===== src/rtl/mc_ctrl_pkg.sv =====
// Shared constants for the multicycle MIPS main control FSM.
// Optional feature macro: MC_CTRL_BNE_EN (adds the bne instruction and its BNE state).
package mc_ctrl_pkg;

    localparam int unsigned STATE_BITS = 4;

    typedef enum logic [STATE_BITS-1:0] {
        S_FETCH  = 4'd0,
        S_DECODE = 4'd1,
        S_MEMADR = 4'd2,
        S_MEMRD  = 4'd3,
        S_MEMWB  = 4'd4,
        S_MEMWR  = 4'd5,
        S_EXEC   = 4'd6,
        S_ALUWB  = 4'd7,
        S_BEQ    = 4'd8,
        S_ADDIEX = 4'd9,
        S_ADDIWB = 4'd10,
`ifdef MC_CTRL_BNE_EN
        S_JUMP   = 4'd11,
        S_BNE    = 4'd12
`else
        S_JUMP   = 4'd11
`endif
    } state_t;

    localparam logic [5:0] OP_RTYPE = 6'b000000;
    localparam logic [5:0] OP_LW    = 6'b100011;
    localparam logic [5:0] OP_SW    = 6'b101011;
    localparam logic [5:0] OP_BEQ   = 6'b000100;
    localparam logic [5:0] OP_BNE   = 6'b000101;
    localparam logic [5:0] OP_ADDI  = 6'b001000;
    localparam logic [5:0] OP_J     = 6'b000010;

    localparam logic [1:0] ALUOP_ADD   = 2'b00;
    localparam logic [1:0] ALUOP_SUB   = 2'b01;
    localparam logic [1:0] ALUOP_FUNCT = 2'b10;

    localparam logic [1:0] SRCB_B     = 2'b00;
    localparam logic [1:0] SRCB_FOUR  = 2'b01;
    localparam logic [1:0] SRCB_IMM   = 2'b10;
    localparam logic [1:0] SRCB_IMMSH = 2'b11;

    localparam logic [1:0] PCSRC_ALU    = 2'b00;
    localparam logic [1:0] PCSRC_ALUOUT = 2'b01;
    localparam logic [1:0] PCSRC_JUMP   = 2'b10;

    // True for every opcode the control FSM knows how to sequence.
    function automatic logic op_is_legal(input logic [5:0] op);
        logic legal;
        legal = (op == OP_LW) || (op == OP_SW) || (op == OP_RTYPE) ||
                (op == OP_BEQ) || (op == OP_ADDI) || (op == OP_J);
`ifdef MC_CTRL_BNE_EN
        legal = legal || (op == OP_BNE);
`endif
        return legal;
    endfunction

endpackage


===== src/rtl/mc_ctrl_if.sv =====
// Control bus between the main control FSM and the multicycle datapath.
interface mc_ctrl_if;
    logic [5:0] opcode;
    logic       zero;
    logic       pcen;
    logic       irwrite;
    logic       memwrite;
    logic       regwrite;
    logic       iord;
    logic       regdst;
    logic       memtoreg;
    logic       alusrca;
    logic [1:0] alusrcb;
    logic [1:0] pcsrc;
    logic [1:0] aluop;
    logic       illegal_op;
    logic [3:0] state_dbg;

    modport master (
        input  opcode, zero,
        output pcen, irwrite, memwrite, regwrite, iord, regdst, memtoreg,
               alusrca, alusrcb, pcsrc, aluop, illegal_op, state_dbg
    );

    modport slave (
        output opcode, zero,
        input  pcen, irwrite, memwrite, regwrite, iord, regdst, memtoreg,
               alusrca, alusrcb, pcsrc, aluop, illegal_op, state_dbg
    );
endinterface


===== src/rtl/mc_ctrl_outdec.sv =====
// State to control-word decode; only illegal_op and the branch pcen look past the state.
module mc_ctrl_outdec
    import mc_ctrl_pkg::*;
(
    input  logic       reset,
    input  state_t     state,
    input  logic [5:0] opcode,
    input  logic       zero,
    output logic       pcen,
    output logic       irwrite,
    output logic       memwrite,
    output logic       regwrite,
    output logic       iord,
    output logic       regdst,
    output logic       memtoreg,
    output logic       alusrca,
    output logic [1:0] alusrcb,
    output logic [1:0] pcsrc,
    output logic [1:0] aluop,
    output logic       illegal_op
);

    // Control word per state; everything held low while reset is asserted.
    always_comb begin
        pcen       = 1'b0;
        irwrite    = 1'b0;
        memwrite   = 1'b0;
        regwrite   = 1'b0;
        iord       = 1'b0;
        regdst     = 1'b0;
        memtoreg   = 1'b0;
        alusrca    = 1'b0;
        alusrcb    = SRCB_B;
        pcsrc      = PCSRC_ALU;
        aluop      = ALUOP_ADD;
        illegal_op = 1'b0;
        if (!reset) begin
            case (state)
                S_FETCH: begin
                    alusrcb = SRCB_FOUR;
                    irwrite = 1'b1;
                    pcen    = 1'b1;
                end
                S_DECODE: begin
                    alusrcb    = SRCB_IMMSH;
                    illegal_op = !op_is_legal(opcode);
                end
                S_MEMADR, S_ADDIEX: begin
                    alusrca = 1'b1;
                    alusrcb = SRCB_IMM;
                end
                S_MEMRD: iord = 1'b1;
                S_MEMWB: begin
                    memtoreg = 1'b1;
                    regwrite = 1'b1;
                end
                S_MEMWR: begin
                    iord     = 1'b1;
                    memwrite = 1'b1;
                end
                S_EXEC: begin
                    alusrca = 1'b1;
                    aluop   = ALUOP_FUNCT;
                end
                S_ALUWB: begin
                    regdst   = 1'b1;
                    regwrite = 1'b1;
                end
                S_BEQ: begin
                    alusrca = 1'b1;
                    aluop   = ALUOP_SUB;
                    pcsrc   = PCSRC_ALUOUT;
                    pcen    = zero;
                end
`ifdef MC_CTRL_BNE_EN
                S_BNE: begin
                    alusrca = 1'b1;
                    aluop   = ALUOP_SUB;
                    pcsrc   = PCSRC_ALUOUT;
                    pcen    = !zero;
                end
`endif
                S_ADDIWB: regwrite = 1'b1;
                S_JUMP: begin
                    pcsrc = PCSRC_JUMP;
                    pcen  = 1'b1;
                end
                default: ;
            endcase
        end
    end

endmodule


===== src/rtl/mc_ctrl_fsm.sv =====
// Main control FSM of the multicycle MIPS core: state register and next-state logic.
// Optional feature macro: MC_CTRL_BNE_EN (bne sequenced like beq with inverted zero).
module mc_ctrl_fsm
    import mc_ctrl_pkg::*;
#(
    parameter int unsigned STATE_W = 4
) (
    input  logic       clk,
    input  logic       reset,
    mc_ctrl_if.master  bus
);

    state_t             state_q;
    state_t             state_d;
    logic [STATE_W-1:0] state_raw;

    // Next state from current state and, in DECODE/MEMADR only, the opcode.
    always_comb begin
        state_d = S_FETCH;
        case (state_q)
            S_FETCH:  state_d = S_DECODE;
            S_DECODE: begin
                case (bus.opcode)
                    OP_LW, OP_SW: state_d = S_MEMADR;
                    OP_RTYPE:     state_d = S_EXEC;
                    OP_BEQ:       state_d = S_BEQ;
`ifdef MC_CTRL_BNE_EN
                    OP_BNE:       state_d = S_BNE;
`endif
                    OP_ADDI:      state_d = S_ADDIEX;
                    OP_J:         state_d = S_JUMP;
                    default:      state_d = S_FETCH;
                endcase
            end
            S_MEMADR: state_d = (bus.opcode == OP_SW) ? S_MEMWR : S_MEMRD;
            S_MEMRD:  state_d = S_MEMWB;
            S_EXEC:   state_d = S_ALUWB;
            S_ADDIEX: state_d = S_ADDIWB;
            default:  state_d = S_FETCH;
        endcase
    end

    // State register with synchronous reset to FETCH.
    always_ff @(posedge clk) begin
        if (reset) begin
            state_q <= S_FETCH;
        end else begin
            state_q <= state_d;
        end
    end

    assign state_raw     = state_q;
    assign bus.state_dbg = state_raw;

    mc_ctrl_outdec u_outdec (
        .reset      (reset),
        .state      (state_q),
        .opcode     (bus.opcode),
        .zero       (bus.zero),
        .pcen       (bus.pcen),
        .irwrite    (bus.irwrite),
        .memwrite   (bus.memwrite),
        .regwrite   (bus.regwrite),
        .iord       (bus.iord),
        .regdst     (bus.regdst),
        .memtoreg   (bus.memtoreg),
        .alusrca    (bus.alusrca),
        .alusrcb    (bus.alusrcb),
        .pcsrc      (bus.pcsrc),
        .aluop      (bus.aluop),
        .illegal_op (bus.illegal_op)
    );

endmodule


===== src/flat_wrapper.sv =====
// flat-port wrapper written by rule: the top's interface ports become plain ports
module mc_ctrl_fsm_flat import mc_ctrl_pkg::*;
#(
    parameter int unsigned STATE_W = 4
)
  (clk, reset, bus_opcode, bus_zero, bus_pcen, bus_irwrite, bus_memwrite, bus_regwrite, bus_iord, bus_regdst, bus_memtoreg, bus_alusrca, bus_alusrcb, bus_pcsrc, bus_aluop, bus_illegal_op, bus_state_dbg);
  mc_ctrl_if bus_i ();
  input  logic clk;
  input  logic reset;
  input wire logic [$bits(bus_i.opcode)-1:0] bus_opcode;
  input wire logic [$bits(bus_i.zero)-1:0] bus_zero;
  output wire logic [$bits(bus_i.pcen)-1:0] bus_pcen;
  output wire logic [$bits(bus_i.irwrite)-1:0] bus_irwrite;
  output wire logic [$bits(bus_i.memwrite)-1:0] bus_memwrite;
  output wire logic [$bits(bus_i.regwrite)-1:0] bus_regwrite;
  output wire logic [$bits(bus_i.iord)-1:0] bus_iord;
  output wire logic [$bits(bus_i.regdst)-1:0] bus_regdst;
  output wire logic [$bits(bus_i.memtoreg)-1:0] bus_memtoreg;
  output wire logic [$bits(bus_i.alusrca)-1:0] bus_alusrca;
  output wire logic [$bits(bus_i.alusrcb)-1:0] bus_alusrcb;
  output wire logic [$bits(bus_i.pcsrc)-1:0] bus_pcsrc;
  output wire logic [$bits(bus_i.aluop)-1:0] bus_aluop;
  output wire logic [$bits(bus_i.illegal_op)-1:0] bus_illegal_op;
  output wire logic [$bits(bus_i.state_dbg)-1:0] bus_state_dbg;
  assign bus_i.opcode = bus_opcode;
  assign bus_i.zero = bus_zero;
  assign bus_pcen = bus_i.pcen;
  assign bus_irwrite = bus_i.irwrite;
  assign bus_memwrite = bus_i.memwrite;
  assign bus_regwrite = bus_i.regwrite;
  assign bus_iord = bus_i.iord;
  assign bus_regdst = bus_i.regdst;
  assign bus_memtoreg = bus_i.memtoreg;
  assign bus_alusrca = bus_i.alusrca;
  assign bus_alusrcb = bus_i.alusrcb;
  assign bus_pcsrc = bus_i.pcsrc;
  assign bus_aluop = bus_i.aluop;
  assign bus_illegal_op = bus_i.illegal_op;
  assign bus_state_dbg = bus_i.state_dbg;
  mc_ctrl_fsm #(.STATE_W(STATE_W)) u_core (.clk(clk), .reset(reset), .bus(bus_i));
endmodule

===== config.mk =====
export PLATFORM = sky130hd
export DESIGN_NAME = mc_ctrl_fsm_flat
export DESIGN_NICKNAME = d
export VERILOG_FILES = /design/src/rtl/mc_ctrl_pkg.sv /design/src/rtl/mc_ctrl_if.sv /design/src/rtl/mc_ctrl_outdec.sv /design/src/rtl/mc_ctrl_fsm.sv /design/src/flat_wrapper.sv
export SDC_FILE = /design/constraint.sdc
export NUM_CORES = 1
export LEC_CHECK = 0
export CORE_AREA = 2 2 39 41
export DETAILED_ROUTE_END_ITERATION = 16
export DIE_AREA = 0 0 41 43
export GPL_TIMING_DRIVEN = 0
export PLACE_DENSITY = 0.8
export SLEW_MARGIN = 20
export SYNTH_ARGS = -nofsm -noshare
export SYNTH_HDL_FRONTEND = slang
export SYNTH_SLANG_ARGS = --single-unit
export TNS_END_PERCENT = 5

===== constraint.sdc =====
create_clock -name clk -period 3.4 [get_ports clk]
set_input_delay 0.51 -clock clk [delete_from_list [all_inputs] [get_ports clk]]
set_output_delay 0.51 -clock clk [all_outputs]
set_load 0.01 [all_outputs]

==> impl_metrics.tcl <==
set metrics [dict create \
    rsz0062_at_grt "false" \
    post_cts_buffers 0 \
    wl_per_cell_um 11.8 \
    rows 14 \
    nets 116 \
    sequentialPowerShare_pct 30.5 \
    outcome "completed" \
    slew_viol_final 0 \
    grt_pass1_vias 530 \
    insertion_delay_ns 0.23 \
    cts.path.max_buffers 2 \
    dieWidth_um 41 \
    fin_skew_ns 0.000158 \
    n_antenna_cell 0 \
    ys_top_cells_by_area "dfxtp_1, nor2_1, nor3_1, a21oi_1, buf_6" \
    gp_congestion 0.822 \
    cp.required_ns 2.89 \
    antenna_found_initial 0 \
    hold_viol_final 0 \
    syn_area_per_cell_um2 6.91 \
    synthDistinctLibCells 33 \
    via_count 651 \
    r2r_end "u_core.bus.state_dbg[0]" \
    largest_reg_flops 4 \
    cp.arrival_ns 2.25 \
    period_minus_slack_ns 2.76 \
    timing.rr.start "u_core.bus.state_dbg[1]" \
    p_int_mw 0.122 \
    ys.flop_type "dfxtp_1" \
    ys_warn_count 0 \
    yosysSeqAreaShare_pct 15.5 \
    grt_overflow_total 0 \
    holdPathStages 3 \
    min_to "u_core.bus.state_dbg[0]" \
    clockRootBuffer "clkbuf_4" \
    mappedNetlistArea_um2 518 \
    fmax_ghz 0.362 \
    drt-pass1-iter-count 4 \
    grt_max_degree 11 \
    layout-drive-gt1-share_pct 10.5 \
    yosysTopAreaCell "dfxtp_1" \
    leakage_nw 0.280 \
    powerDensity_nw_per_um2 206 \
    critPathKind "primary input to output pin" \
    drt_iter0_markers 10 \
    core_region_area_um2 1380 \
    h-tree-depth 1 \
    postSynthNetCount 84 \
    io_pins 28 \
    finalWorstSetupSlack_ns 0.638 \
    cts_made_buffers 3 \
    fin_util_pct 60.0 \
    worst_slew_pin_slew_ns 0.425 \
    ys_top_cells_by_count "nor2_1, nor3_1, a21oi_1" \
    cp-start-kind "primary input" \
    routed_via_density 5.38 \
    clk_pin_slew_worst_paths_ns 0.04 \
    min-delay-start "u_core.bus.state_dbg[1]" \
    power.share.clock_pct 34.7 \
    switching_share_pct 28.9 \
    post_dp_cell_area_um2 808 \
    post_cts_resized 0 \
    final.period_utilization_pct 81.2 \
    syn_inst 75 \
    cts_tree "yes" \
    dpl.hpwl_um 1070 \
    end_kind "output pin" \
    vdd_drop_max_mv 0.201 \
    hold_slack_ns 0.704 \
    grt.total_usage_pct 18.9 \
    synth_top_area_share_pct 15.5 \
    dieArea_um2 1760 \
    start_util_pct 37.4 \
    tns_ns 0 \
    comb_power_share_pct 34.8 \
    die_height_um 43 \
    yosysMostFrequentCell "nor2_1" \
    p_sw_mw 0.0495 \
    setup_viol 0 \
    ys_ff_latch 4 \
    grt_pass1_wl_um 2330 \
    cts.sinks 4 \
    cp_max_fo 6 \
    drv.max_cap_violation_count 0 \
    drc_errors 0 \
    hold_path_class "flip-flop to flip-flop" \
    final_area_um2 831 \
    place_ws_ns 0.639 \
    io_buffers 27 \
    reg2reg_slack_ns 2.07 \
    area_growth_pct 60.4 \
    hold_buffers 0 \
    reg2reg_depth 5 \
    synthArstFlopShare_pct 0 \
    synth-edff-count 0 \
    slew_headroom_pct 71.7 \
    wl_um 1430 \
    antenna_left 0 \
]
==> cells in the final DEF, fill, tap and decap left out, types with 2 or more instances in the layout <==
cell             Yosys  routed
nor2b_1              3       3
clkbuf_1             2       2
nand2_1              2       2
nand3_1              2       2
nor4_1               3       3
clkdlybuf4s50_1      0      27
clkbuf_4             0       3
nor3_1               8       8
nand3b_1             2       2
or3_1                2       2
dfxtp_1              4       4
nand2b_1             2       2
nor4b_1              2       2
nor2_1              13      13
and3_1               2       2
xnor2_1              2       2
o21ai_0              3       3
a21oi_1              5       5
buf_6                2       2
==> routing by layer <==
| metal | up-vias | routed length [um] | global-route usage [%] |
|---|---|---|---|
| met4 | 0 | 17 | 4.00 |
| met3 | 2 | 88 | 6.28 |
| li1 | 334 | - | - |
| met1 | 282 | 656 | 25.2 |
| met2 | 33 | 663 | 28.7 |
| met5 | - | 0 | 0 |
==> logic make-up (layout without fill, tap and decap cells) <==
family / Yosys count / in the layout / synth area share [%]
AND/OR/NAND/NOR: 45 / 45 / 48.6
AO/OA/AOI/OAI: 16 / 16 / 20.8
flip-flops: 4 / 4 / 15.5
buffers and inverters: 7 / 37 / 10.1
XOR/XNOR: 3 / 3 / 5.07
==> critical path: stages <==
cell             delay, ns
clkdlybuf4s50_1       0.52
xor2_1                0.19
o21a_1                0.17
a21oi_1               0.15
and3_1                0.17
clkdlybuf4s50_1       0.53
==> stage by stage <==
stage	std cells	power (mW)
2_1_floorplan	75	0.0832
3_3_place_gp	118	0.112
3_5_place_dp	118	0.112
4_1_cts	121	0.175
5_1_grt	121	0.184
6_report	121	0.171
==> power by group through the flow <==
stage | Clock, mW | Sequential, mW | Combinational [mW]
after global routing | 0.0667 | 0.0527 | 0.0649
after global placement | 0 | 0.0528 | 0.0587
after CTS | 0.0631 | 0.0520 | 0.0597
after detailed placement | 0 | 0.0528 | 0.0594
final | 0.0593 | 0.0521 | 0.0596
after floorplan | 0 | 0.0529 | 0.0303
==> final cells by class <==
| class | instances | area (um^2) |
|---|---|---|
| repair buffers | 27 | 270 |
| well taps | 16 | 20.0 |
| flip-flops and latches | 4 | 80.1 |
| multi-input cells | 64 | 385 |
| plain buffers | 6 | 48.8 |
| fillers | 158 | 553 |
| clock buffers | 3 | 22.5 |
| inverters | 1 | 3.75 |
==> worst max path at each step <==
stage / start / end / slack [ns] / depth (start not counted)
final: bus_opcode[3] / bus_illegal_op / 0.64 / 6
after global routing: reset / bus_irwrite / 0.55 / 5
after CTS: reset / bus_irwrite / 0.64 / 5
after detailed placement: reset / bus_irwrite / 0.64 / 5
after global placement: bus_opcode[3] / bus_illegal_op / 0.66 / 6
after floorplan: reset / bus_irwrite / 1.61 / 3
(Power assumes the default switching activity.)
